--- config.mk ---
export PLATFORM = sky130hd
export DESIGN_NAME = apb_cmd_sequencer_flat
export DESIGN_NICKNAME = d
export VERILOG_FILES = /design/src/rtl/apb_cmd_sequencer_pkg.sv /design/src/rtl/apb_cmd_sequencer_if.sv /design/src/rtl/apb_cmd_sequencer_cmd_fifo.sv /design/src/rtl/apb_cmd_sequencer.sv /design/src/flat_wrapper.sv
export SDC_FILE = /design/constraint.sdc
export NUM_CORES = 1
export LEC_CHECK = 0
export CAP_MARGIN = 10
export CORE_UTILIZATION = 50
export CTS_CLUSTER_DIAMETER = 40
export CTS_CLUSTER_SIZE = 24
export DETAILED_ROUTE_END_ITERATION = 7
export PLACE_DENSITY = 0.74
export SLEW_MARGIN = 20
export SYNTH_ARGS = -nofsm -noshare
export SYNTH_HDL_FRONTEND = slang
export SYNTH_HIERARCHICAL = 1
export SYNTH_SLANG_ARGS = --single-unit
--- constraint.sdc ---
create_clock -name PCLK -period 4.8 [get_ports PCLK]
set_input_delay 0.48 -clock PCLK [delete_from_list [all_inputs] [get_ports PCLK]]
set_output_delay 0.48 -clock PCLK [all_outputs]
set_load 0.005 [all_outputs]
--- src/rtl/apb_cmd_sequencer_pkg.sv ---
// Shared types and constants for the APB command sequencer: FSM states,
// the queued command record and bus widths.
package apb_seq_pkg;

  localparam int DATA_W = 32;
  localparam int ADDR_W = 32;

  typedef enum logic [1:0] {
    IDLE   = 2'd0,
    ACTIVE = 2'd1,
    RESP   = 2'd2
  } state_e;

  typedef struct packed {
    logic              write;
    logic [ADDR_W-1:0] addr;
    logic [DATA_W-1:0] wdata;
  } cmd_t;

  localparam int CMD_W = $bits(cmd_t);

endpackage

--- src/rtl/apb_cmd_sequencer_if.sv ---
// Requester command/response channels, APB master request/handshake signals
// and FIFO occupancy. The sequencer connects through the slave modport.
interface apb_cmd_sequencer_if #(
  parameter int DEPTH = 4
);
  import apb_seq_pkg::*;

  localparam int CNT_W = $clog2(DEPTH) + 1;

  logic              cmd_valid;
  logic              cmd_ready;
  logic              cmd_write;
  logic [ADDR_W-1:0] cmd_addr;
  logic [DATA_W-1:0] cmd_wdata;

  logic              rsp_valid;
  logic              rsp_ready;
  logic              rsp_write;
  logic [DATA_W-1:0] rsp_rdata;
  logic              rsp_err;

  logic              PSEL;
  logic              transfer;
  logic              PWRITE;
  logic [ADDR_W-1:0] PADDR;
  logic [DATA_W-1:0] PDATA;
  logic              PENABLE;
  logic              PREADY;
  logic [DATA_W-1:0] PRDATA1;

  logic [CNT_W-1:0]  count;

  modport slave (
    input  cmd_valid, cmd_write, cmd_addr, cmd_wdata,
    input  rsp_ready,
    input  PENABLE, PREADY, PRDATA1,
    output cmd_ready,
    output rsp_valid, rsp_write, rsp_rdata, rsp_err,
    output PSEL, transfer, PWRITE, PADDR, PDATA,
    output count
  );

  modport master (
    output cmd_valid, cmd_write, cmd_addr, cmd_wdata,
    output rsp_ready,
    output PENABLE, PREADY, PRDATA1,
    input  cmd_ready,
    input  rsp_valid, rsp_write, rsp_rdata, rsp_err,
    input  PSEL, transfer, PWRITE, PADDR, PDATA,
    input  count
  );

endinterface

--- src/rtl/apb_cmd_sequencer_cmd_fifo.sv ---
// Synchronous show-ahead FIFO: the head entry is visible on dout whenever
// the FIFO is non-empty, so the consumer can capture it on the pop edge.
module cmd_fifo #(
  parameter int DEPTH = 4,
  parameter int WIDTH = 65
) (
  input  logic                     clk,
  input  logic                     rst_n,
  input  logic                     push,
  input  logic [WIDTH-1:0]         din,
  input  logic                     pop,
  output logic [WIDTH-1:0]         dout,
  output logic                     full,
  output logic                     empty,
  output logic [$clog2(DEPTH):0]   count
);

  localparam int PTR_W = $clog2(DEPTH);
  localparam logic [PTR_W:0] FULL_CNT = (PTR_W + 1)'(DEPTH);

  logic [WIDTH-1:0] mem_q [DEPTH];
  logic [PTR_W-1:0] wr_ptr_q, wr_ptr_d;
  logic [PTR_W-1:0] rd_ptr_q, rd_ptr_d;
  logic [PTR_W:0]   count_q, count_d;
  logic             do_push, do_pop;

  assign full  = (count_q == FULL_CNT);
  assign empty = (count_q == '0);
  assign count = count_q;
  assign dout  = mem_q[rd_ptr_q];

  always_comb begin
    do_push  = push && !full;
    do_pop   = pop && !empty;
    wr_ptr_d = wr_ptr_q;
    rd_ptr_d = rd_ptr_q;
    count_d  = count_q;
    if (do_push) begin
      wr_ptr_d = wr_ptr_q + 1'b1;
    end
    if (do_pop) begin
      rd_ptr_d = rd_ptr_q + 1'b1;
    end
    // Simultaneous push and pop leaves occupancy unchanged.
    case ({do_push, do_pop})
      2'b10:   count_d = count_q + 1'b1;
      2'b01:   count_d = count_q - 1'b1;
      default: count_d = count_q;
    endcase
  end

  always_ff @(posedge clk) begin
    if (do_push) begin
      mem_q[wr_ptr_q] <= din;
    end
  end

  always_ff @(posedge clk or negedge rst_n) begin
    if (!rst_n) begin
      wr_ptr_q <= '0;
      rd_ptr_q <= '0;
      count_q  <= '0;
    end else begin
      wr_ptr_q <= wr_ptr_d;
      rd_ptr_q <= rd_ptr_d;
      count_q  <= count_d;
    end
  end

endmodule

--- src/rtl/apb_cmd_sequencer.sv ---
// Command-queue front end for an APB master: queues requests, issues them one
// at a time, detects completion or timeout and returns one response each.
module apb_cmd_sequencer
  import apb_seq_pkg::*;
#(
  parameter int DEPTH   = 4,
  parameter int TIMEOUT = 16
) (
  input  logic                PCLK,
  input  logic                PRESET,
  apb_cmd_sequencer_if.slave  bus
);

  localparam int TMO_W = $clog2(TIMEOUT);
  localparam logic [TMO_W-1:0] TMO_LAST = TMO_W'(TIMEOUT - 1);

  cmd_t                fifo_din;
  cmd_t                fifo_dout;
  logic                fifo_push;
  logic                fifo_pop;
  logic                fifo_full;
  logic                fifo_empty;
  logic [$clog2(DEPTH):0] fifo_count;

  state_e              state_q, state_d;
  logic                psel_q, psel_d;
  logic                pwrite_q, pwrite_d;
  logic [ADDR_W-1:0]   paddr_q, paddr_d;
  logic [DATA_W-1:0]   pdata_q, pdata_d;
  logic [TMO_W-1:0]    tmo_q, tmo_d;
  logic                rsp_valid_q, rsp_valid_d;
  logic                rsp_write_q, rsp_write_d;
  logic [DATA_W-1:0]   rsp_rdata_q, rsp_rdata_d;
  logic                rsp_err_q, rsp_err_d;
  logic                xfer_done;

  assign fifo_din.write = bus.cmd_write;
  assign fifo_din.addr  = bus.cmd_addr;
  assign fifo_din.wdata = bus.cmd_wdata;
  assign fifo_push      = bus.cmd_valid && !fifo_full;

  cmd_fifo #(
    .DEPTH (DEPTH),
    .WIDTH (CMD_W)
  ) u_cmd_fifo (
    .clk   (PCLK),
    .rst_n (PRESET),
    .push  (fifo_push),
    .din   (fifo_din),
    .pop   (fifo_pop),
    .dout  (fifo_dout),
    .full  (fifo_full),
    .empty (fifo_empty),
    .count (fifo_count)
  );

  assign bus.cmd_ready = !fifo_full;
  assign bus.count     = fifo_count;
  assign bus.PSEL      = psel_q;
  assign bus.transfer  = psel_q;
  assign bus.PWRITE    = pwrite_q;
  assign bus.PADDR     = paddr_q;
  assign bus.PDATA     = pdata_q;
  assign bus.rsp_valid = rsp_valid_q;
  assign bus.rsp_write = rsp_write_q;
  assign bus.rsp_rdata = rsp_rdata_q;
  assign bus.rsp_err   = rsp_err_q;

  assign xfer_done = psel_q && bus.PENABLE && bus.PREADY;

  always_comb begin
    state_d     = state_q;
    psel_d      = psel_q;
    pwrite_d    = pwrite_q;
    paddr_d     = paddr_q;
    pdata_d     = pdata_q;
    tmo_d       = tmo_q;
    rsp_valid_d = rsp_valid_q;
    rsp_write_d = rsp_write_q;
    rsp_rdata_d = rsp_rdata_q;
    rsp_err_d   = rsp_err_q;
    fifo_pop    = 1'b0;

    case (state_q)
      IDLE: begin
        if (!fifo_empty) begin
          fifo_pop = 1'b1;
          state_d  = ACTIVE;
          psel_d   = 1'b1;
          pwrite_d = fifo_dout.write;
          paddr_d  = fifo_dout.addr;
          pdata_d  = fifo_dout.wdata;
          tmo_d    = '0;
        end
      end

      ACTIVE: begin
        if (xfer_done || (tmo_q == TMO_LAST)) begin
          // Bus request drops and the response is launched on the same edge.
          state_d     = RESP;
          psel_d      = 1'b0;
          pwrite_d    = 1'b0;
          paddr_d     = '0;
          pdata_d     = '0;
          rsp_valid_d = 1'b1;
          rsp_write_d = pwrite_q;
          rsp_err_d   = !xfer_done;
          rsp_rdata_d = (xfer_done && !pwrite_q) ? bus.PRDATA1 : '0;
        end else begin
          tmo_d = tmo_q + 1'b1;
        end
      end

      RESP: begin
        if (bus.rsp_ready) begin
          rsp_valid_d = 1'b0;
          state_d     = IDLE;
        end
      end

      default: begin
        state_d     = IDLE;
        psel_d      = 1'b0;
        pwrite_d    = 1'b0;
        paddr_d     = '0;
        pdata_d     = '0;
        rsp_valid_d = 1'b0;
      end
    endcase
  end

  always_ff @(posedge PCLK or negedge PRESET) begin
    if (!PRESET) begin
      state_q     <= IDLE;
      psel_q      <= 1'b0;
      pwrite_q    <= 1'b0;
      paddr_q     <= '0;
      pdata_q     <= '0;
      tmo_q       <= '0;
      rsp_valid_q <= 1'b0;
      rsp_write_q <= 1'b0;
      rsp_rdata_q <= '0;
      rsp_err_q   <= 1'b0;
    end else begin
      state_q     <= state_d;
      psel_q      <= psel_d;
      pwrite_q    <= pwrite_d;
      paddr_q     <= paddr_d;
      pdata_q     <= pdata_d;
      tmo_q       <= tmo_d;
      rsp_valid_q <= rsp_valid_d;
      rsp_write_q <= rsp_write_d;
      rsp_rdata_q <= rsp_rdata_d;
      rsp_err_q   <= rsp_err_d;
    end
  end

endmodule

--- src/flat_wrapper.sv ---
// flat-port wrapper written by rule: the top's interface ports become plain ports
module apb_cmd_sequencer_flat import apb_seq_pkg::*;
#(
  parameter int DEPTH   = 4,
  parameter int TIMEOUT = 16
)
  (PCLK, PRESET, bus_cmd_valid, bus_cmd_write, bus_cmd_addr, bus_cmd_wdata, bus_rsp_ready, bus_PENABLE, bus_PREADY, bus_PRDATA1, bus_cmd_ready, bus_rsp_valid, bus_rsp_write, bus_rsp_rdata, bus_rsp_err, bus_PSEL, bus_transfer, bus_PWRITE, bus_PADDR, bus_PDATA, bus_count);
  apb_cmd_sequencer_if #(.DEPTH(DEPTH)) bus_i ();
  input  logic PCLK;
  input  logic PRESET;
  input wire logic [$bits(bus_i.cmd_valid)-1:0] bus_cmd_valid;
  input wire logic [$bits(bus_i.cmd_write)-1:0] bus_cmd_write;
  input wire logic [$bits(bus_i.cmd_addr)-1:0] bus_cmd_addr;
  input wire logic [$bits(bus_i.cmd_wdata)-1:0] bus_cmd_wdata;
  input wire logic [$bits(bus_i.rsp_ready)-1:0] bus_rsp_ready;
  input wire logic [$bits(bus_i.PENABLE)-1:0] bus_PENABLE;
  input wire logic [$bits(bus_i.PREADY)-1:0] bus_PREADY;
  input wire logic [$bits(bus_i.PRDATA1)-1:0] bus_PRDATA1;
  output wire logic [$bits(bus_i.cmd_ready)-1:0] bus_cmd_ready;
  output wire logic [$bits(bus_i.rsp_valid)-1:0] bus_rsp_valid;
  output wire logic [$bits(bus_i.rsp_write)-1:0] bus_rsp_write;
  output wire logic [$bits(bus_i.rsp_rdata)-1:0] bus_rsp_rdata;
  output wire logic [$bits(bus_i.rsp_err)-1:0] bus_rsp_err;
  output wire logic [$bits(bus_i.PSEL)-1:0] bus_PSEL;
  output wire logic [$bits(bus_i.transfer)-1:0] bus_transfer;
  output wire logic [$bits(bus_i.PWRITE)-1:0] bus_PWRITE;
  output wire logic [$bits(bus_i.PADDR)-1:0] bus_PADDR;
  output wire logic [$bits(bus_i.PDATA)-1:0] bus_PDATA;
  output wire logic [$bits(bus_i.count)-1:0] bus_count;
  assign bus_i.cmd_valid = bus_cmd_valid;
  assign bus_i.cmd_write = bus_cmd_write;
  assign bus_i.cmd_addr = bus_cmd_addr;
  assign bus_i.cmd_wdata = bus_cmd_wdata;
  assign bus_i.rsp_ready = bus_rsp_ready;
  assign bus_i.PENABLE = bus_PENABLE;
  assign bus_i.PREADY = bus_PREADY;
  assign bus_i.PRDATA1 = bus_PRDATA1;
  assign bus_cmd_ready = bus_i.cmd_ready;
  assign bus_rsp_valid = bus_i.rsp_valid;
  assign bus_rsp_write = bus_i.rsp_write;
  assign bus_rsp_rdata = bus_i.rsp_rdata;
  assign bus_rsp_err = bus_i.rsp_err;
  assign bus_PSEL = bus_i.PSEL;
  assign bus_transfer = bus_i.transfer;
  assign bus_PWRITE = bus_i.PWRITE;
  assign bus_PADDR = bus_i.PADDR;
  assign bus_PDATA = bus_i.PDATA;
  assign bus_count = bus_i.count;
  apb_cmd_sequencer #(.DEPTH(DEPTH), .TIMEOUT(TIMEOUT)) u_core (.PCLK(PCLK), .PRESET(PRESET), .bus(bus_i));
endmodule
Word level (Yosys, flattened, before mapping)

Memory sizes are Yosys's and may differ from the RTL's.
Cells that the tools add are included.

Flip-flop bits (word level): 114
Bits in latches: 0
Memory bits (writable): 260
Bits in read-only memories: 0
Input port bits: 103
Word-level logic and storage cells: 77
Memories kept: 1

Memories:

| name                    | words | width | read ports | clocked after Yosys merged registers in | wr ports | line                             | text |
|---|---|---|---|---|---|---|---|
| u_core.u_cmd_fifo.mem_q | 4     | 65    | 1          | 0                                       | 1        | apb_cmd_sequencer_cmd_fifo.sv:21 | `logic [WIDTH-1:0] mem_q [DEPTH];` |

$add $sub $neg: 5
Multiply operators: 0
Divide/modulo/power cells: 0
$lt $le $gt $ge: 0
Eq/ne operators: 10
Shifts and indexed selects: 0
Multiplexer cells: 26
Bitwise logic cells: 2
Reductions and logical operators: 20

Operators by type and width:

| cell                | count |
|---|---|
| $pmux 32 s3         | 2 |
| $mux 32             | 4 |
| $reduce_and 3->1    | 4 |
| $mux 1              | 9 |
| $pmux 1 s3          | 3 |
| $mux 4              | 2 |
| $pmux 4 s2          | 1 |
| $logic_and 1x1->1   | 6 |
| $mux 2              | 3 |
| $ne 2x2->1 const B  | 3 |
| $pmux 2 s3          | 1 |
| $pmux 3 s2          | 1 |
| $add 2x1->2 const B | 2 |
| $add 4x1->4 const B | 1 |
| $eq 2x1->1 const B  | 2 |
| $eq 2x2->1 const B  | 2 |
| $eq 4x4->1 const B  | 1 |
| $logic_not 1->1     | 4 |
| $reduce_bool 2->1   | 2 |
| $add 3x1->3 const B | 1 |
| $eq 3x3->1 const B  | 1 |
| $logic_not 3->1     | 1 |
| $sub 3x1->3 const B | 1 |
| $logic_not 2->1     | 1 |
| other kinds (4)     | 5 |

Logic depth before layout (Yosys ltp)

Depth after elaboration: 6
Depth in mapped cells: 10
Depth with buffers taken out: 10

Modules after synthesis

The synthesis kept the hierarchy.

Modules (own cells, without submodules):

| module            | instances | cells an instance | area each (um^2) |
|---|---|---|---|
| cmd_fifo          | 1         | 377               | 9831.9 |
| apb_cmd_sequencer | 1         | 480               | 4938.5 |

Least setup slack after synthesis

OpenSTA, ideal clock, no wires.

Path kind: register to register
From: reg u_core.u_cmd_fifo.count_q[2], in the netlist u_core/u_cmd_fifo/count[2]
To: mem u_core.u_cmd_fifo.mem_q[0][0], enable pin
Arrival time: 2.583 ns
Required time: 4.370 ns
Path slack: 1.787 ns
Cell stages (with the launch flop): 5
Path buffers: 0
Period minus slack after synthesis: 3.013 ns
Cell sequence: dfrtp_1 nor3b_1 nor2b_1 nor2b_1 and2_1

Cells in the longest elaborated chain, start to end: 6

RTL lines:

| what                         | line                             | text |
|---|---|---|
| start, declared              | apb_cmd_sequencer_cmd_fifo.sv:24 | `logic [PTR_W:0] count_q, count_d;` |
| start signal, assigned       | apb_cmd_sequencer_cmd_fifo.sv:66 | `count_q <= count_d;` |
| $eq 3x3->1                   | apb_cmd_sequencer_cmd_fifo.sv:27 | `assign full = (count_q == FULL_CNT);` |
| named net u_core.fifo_full   | apb_cmd_sequencer.sv:21          | `logic fifo_full;` |
| $logic_not 1->1              | apb_cmd_sequencer.sv:40          | `assign fifo_push = bus.cmd_valid && !fifo_full;` |
| $logic_and 1x1->1            | apb_cmd_sequencer.sv:40          |  |
| named net u_core.fifo_push   | apb_cmd_sequencer.sv:19          | `logic fifo_push;` |
| $logic_and 1x1->1            | apb_cmd_sequencer_cmd_fifo.sv:33 | `do_push = push && !full;` |
| $mux 1                       | apb_cmd_sequencer_cmd_fifo.sv:53 | `if (do_push) begin` |
| $mux 1 (not written as such) | apb_cmd_sequencer_cmd_fifo.sv:54 | `mem_q[wr_ptr_q] <= din;` |
| end, declared                | apb_cmd_sequencer_cmd_fifo.sv:21 |  |

The timed path passes the listed nets, and every way through them passes these cells.

Final worst setup path

From: reg u_core.u_cmd_fifo.count_q[2], in the netlist u_core/u_cmd_fifo/count[2]
To: mem u_core.u_cmd_fifo.mem_q[1][19], enable pin

Same word-level chain as after synthesis.

==> run metrics <==
Non-Filler Instances approximately 1500; initial antenna violation count 1; CTS buffer count 43; post-CTS sizing 0; post-synthesis sequential area ratio approximately 72%; Inst Count DP between 1000 and 1500; drt drc 0; pre-CTS setup slack around 1.9 ns; Slowest-stage cell, CP and2_4; Setup crit end kind register; TritonCTS clock tree yes; unrepaired setup endpoints after global routing no; DP Area around 17000 sq um; Area Growth Syn to Fin 25.4%; Netlist cell types 43; actual slew at the worst max-slew pin roughly 1.1 ns; H-tree level count 2; final worst slack 2.16 ns; Setup Viol. Count Final 0; Overflow after GRT 0; Seq cells post-synth 374; drt wl/cell around 21 um; die span in y between 150 and 200 um; Final HPWL DP around 18 mm; Core Rows 62; Core Box Area just under 30000 sq um; Routed Antenna Nets 0; Crit Path Class reg2reg; clock slew at reported path FFs 0.07 ns; Max rail drop VDD about 440 uV; CP Launch Type register; fin. max-slew vios 0; most numerous cell on the critical path nor2b_1; first-pass GRT wire length approximately 48 mm; via count roughly 8400; Port Buf Inserts 208; Starting Density 51.2%; Mapped Area 14800 sq um; Ports around 210; share of the clock period used by the worst path 54.9%; Root Buffer clkbuf_16; layout cells sized above 1 between 10% and 20%; GP Congestion between 0.7 and 0.8; Die W about 170 um; vias per cell between 5 and 6; area of the die ~30000 sq um; syn_nets approximately 970; Max Cap Viol 0; register area 10700 sq um; Fin Setup TNS 0 ns; minimum clock period around 2.6 ns; Final Hold Viols 0; Setup Fix Bufs, Post-CTS 0; synthesized area per cell between 15 and 20 sq um; arrival time worst endpoint around 2.8 ns; CP max FO 65; Worst Path Required approximately 4.9 ns; relative slew slack about a quarter; worst skew pair latency around 0.55 ns; critical path, cell by cell nor3b_1 > nor2b_1 > nor2b_1 > and2_4; layout net count between 1000 and 1500; FMAX 0.379 GHz; Global Route Usage Sum between 20% and 30%; LEAKAGE 6.51 nW; Min-Delay Path Class in2async; Worst path max stage delay about 0.93 ns; First DRT Iteration DRCs 693; post-route cell area 18500 sq um; largest net degree at the start of global routing 70; PwrDens ~630 nW/um^2; clk_skew between 0.02 and 0.03 ns; status complete, no violations; commonest non-fill, non-tap cells in the layout edfxtp_1, clkdlybuf4s50_1, dfrtp_1; Synth warnings 6; maximum clock insertion buffer count 3; # hold bufs at CTS 0; vias in the first global route approximately 8500; Pre-antenna DRT Iters 5; Syn Inst Count 857; Filler cells 2040; total power 0.0116 W; # clock sinks around 370; WL final 31.1 mm; most common cell after layout, fill and taps aside edfxtp_1; multi-input logic area between 3000 and 4000 sq um
[layout make-up]
class / instances / share of cell area [%]
flip-flops and latches: 374 / 57.6
multi-input cells: 382 / 19.4
repair buffers: 214 / 11.5
clock buffers: 48 / 6.19
well taps: 384 / 2.59
clock inverters: 31 / 1.92
inverters: 43 / 0.871
diodes: 1 / 0.0135
[metrics by stage]
step           util [%]  hold WS [ns]
2_1_floorplan         -         0.184
4_1_cts            64.2         0.120
6_report           64.2        0.0680
5_1_grt            64.2         0.146
3_5_place_dp       59.0         0.485
3_3_place_gp       59.0         0.488
[synth_stat cells]
cell type | count | share of area, %
a21oi_1 | 1 | 0.034
a21oi_4 | 1 | 0.11
a31oi_1 | 1 | 0.042
a32oi_1 | 65 | 3.9
and2_1 | 4 | 0.17
and4b_1 | 1 | 0.068
buf_1 | 2 | 0.051
buf_12 | 7 | 0.95
buf_2 | 20 | 0.68
buf_4 | 8 | 0.41
buf_6 | 1 | 0.076
clkbuf_1 | 20 | 0.51
dfrtp_1 | 114 | 19
edfxtp_1 | 260 | 53
fa_1 | 1 | 0.14
ha_1 | 6 | 0.51
inv_1 | 42 | 1.1
inv_2 | 1 | 0.025
mux2_2 | 2 | 0.15
mux2_4 | 1 | 0.10
mux2i_1 | 35 | 2.4
mux4_2 | 65 | 9.9
nand2_1 | 99 | 2.5
nand2b_1 | 3 | 0.13
nand3_1 | 2 | 0.068
nand3_4 | 2 | 0.24
nand4_1 | 14 | 0.59
nor2_1 | 4 | 0.10
nor2b_1 | 4 | 0.17
nor3_1 | 2 | 0.068
nor3_2 | 1 | 0.068
nor3b_1 | 1 | 0.051
o21ai_0 | 48 | 1.6
o21ai_1 | 5 | 0.17
o21ba_2 | 1 | 0.068
o22a_1 | 1 | 0.059
o2bb2ai_1 | 1 | 0.059
o31a_1 | 1 | 0.059
o32ai_1 | 1 | 0.059
or2_2 | 1 | 0.042
or2b_1 | 1 | 0.051
xnor2_1 | 3 | 0.18
xor2_1 | 4 | 0.24
[critical path: cells and delay by family (launching register included)]
family / cells / cell delay, ns
and+or+nand+nor: 4 / 1.75
DFF: 1 / 0.42
[where the power goes]
part	leakage, nW	internal [W]	switching, W
sequential	3.85	0.00437	0.000616
clock	0.725	0.00185	0.00147
combinational	1.93	0.00174	0.00160
total	6.51	0.00795	0.00369
[per-layer routing]
metal,share of wire [%],global-route usage (%),up-vias,wire length [um]
met4,1.6,5.23,0,495
li1,-,-,3754,-
met5,0,0,-,0
met1,42,28.8,4267,12900
met2,49,34.2,387,15200
met3,7.9,4.19,40,2470
[cells by family (layout without fill, tap and decap cells)]
kind of cell,after synthesis,in the layout,share of synthesized area [%]
AO/OA/AOI/OAI,126,126,6.14
buffers and inverters,101,336,3.76
adder cells (fa/ha/maj),7,7,0.644
flip-flops,374,374,72.2
multiplexers,103,103,12.5
XOR/XNOR,7,7,0.415
AND/OR/NAND/NOR,139,139,4.33
other,0,1,0
[flip-flops by register name (all words and copies together), names as in the netlist]
register and count:
u_core/state_q 2, u_core/u_cmd_fifo/rd_ptr_q 2, u_core/u_cmd_fifo/wr_ptr_q 2, u_core/bus.PDATA 32
u_core/bus.PSEL 1, u_core/u_cmd_fifo/count 3, u_core/bus.rsp_write 1, u_core/bus.PADDR 32
u_core/u_cmd_fifo/mem_q 260, u_core/tmo_q 4, u_core/bus.rsp_valid 1, u_core/bus.rsp_err 1
u_core/bus.PWRITE 1, u_core/bus.rsp_rdata 32
[path summary, 6_finish.rpt]
kind                       slack [ns]                             end  cells after the start                       start
max                              2.16  u_core/u_cmd_fifo/mem_q[1][19]                      4  u_core/u_cmd_fifo/count[2]
min                              0.07         u_core/bus.rsp_rdata[1]                      1                      PRESET
max reg2reg                      2.16  u_core/u_cmd_fifo/mem_q[1][19]                      4  u_core/u_cmd_fifo/count[2]
min reg2reg                      0.50              u_core/bus.rsp_err                      1          u_core/bus.rsp_err
max in group asynchronous        3.52            u_core/bus.PDATA[22]                      2                      PRESET
min in group PCLK                0.50              u_core/bus.rsp_err                      1          u_core/bus.rsp_err
(Power assumes the default switching activity.)
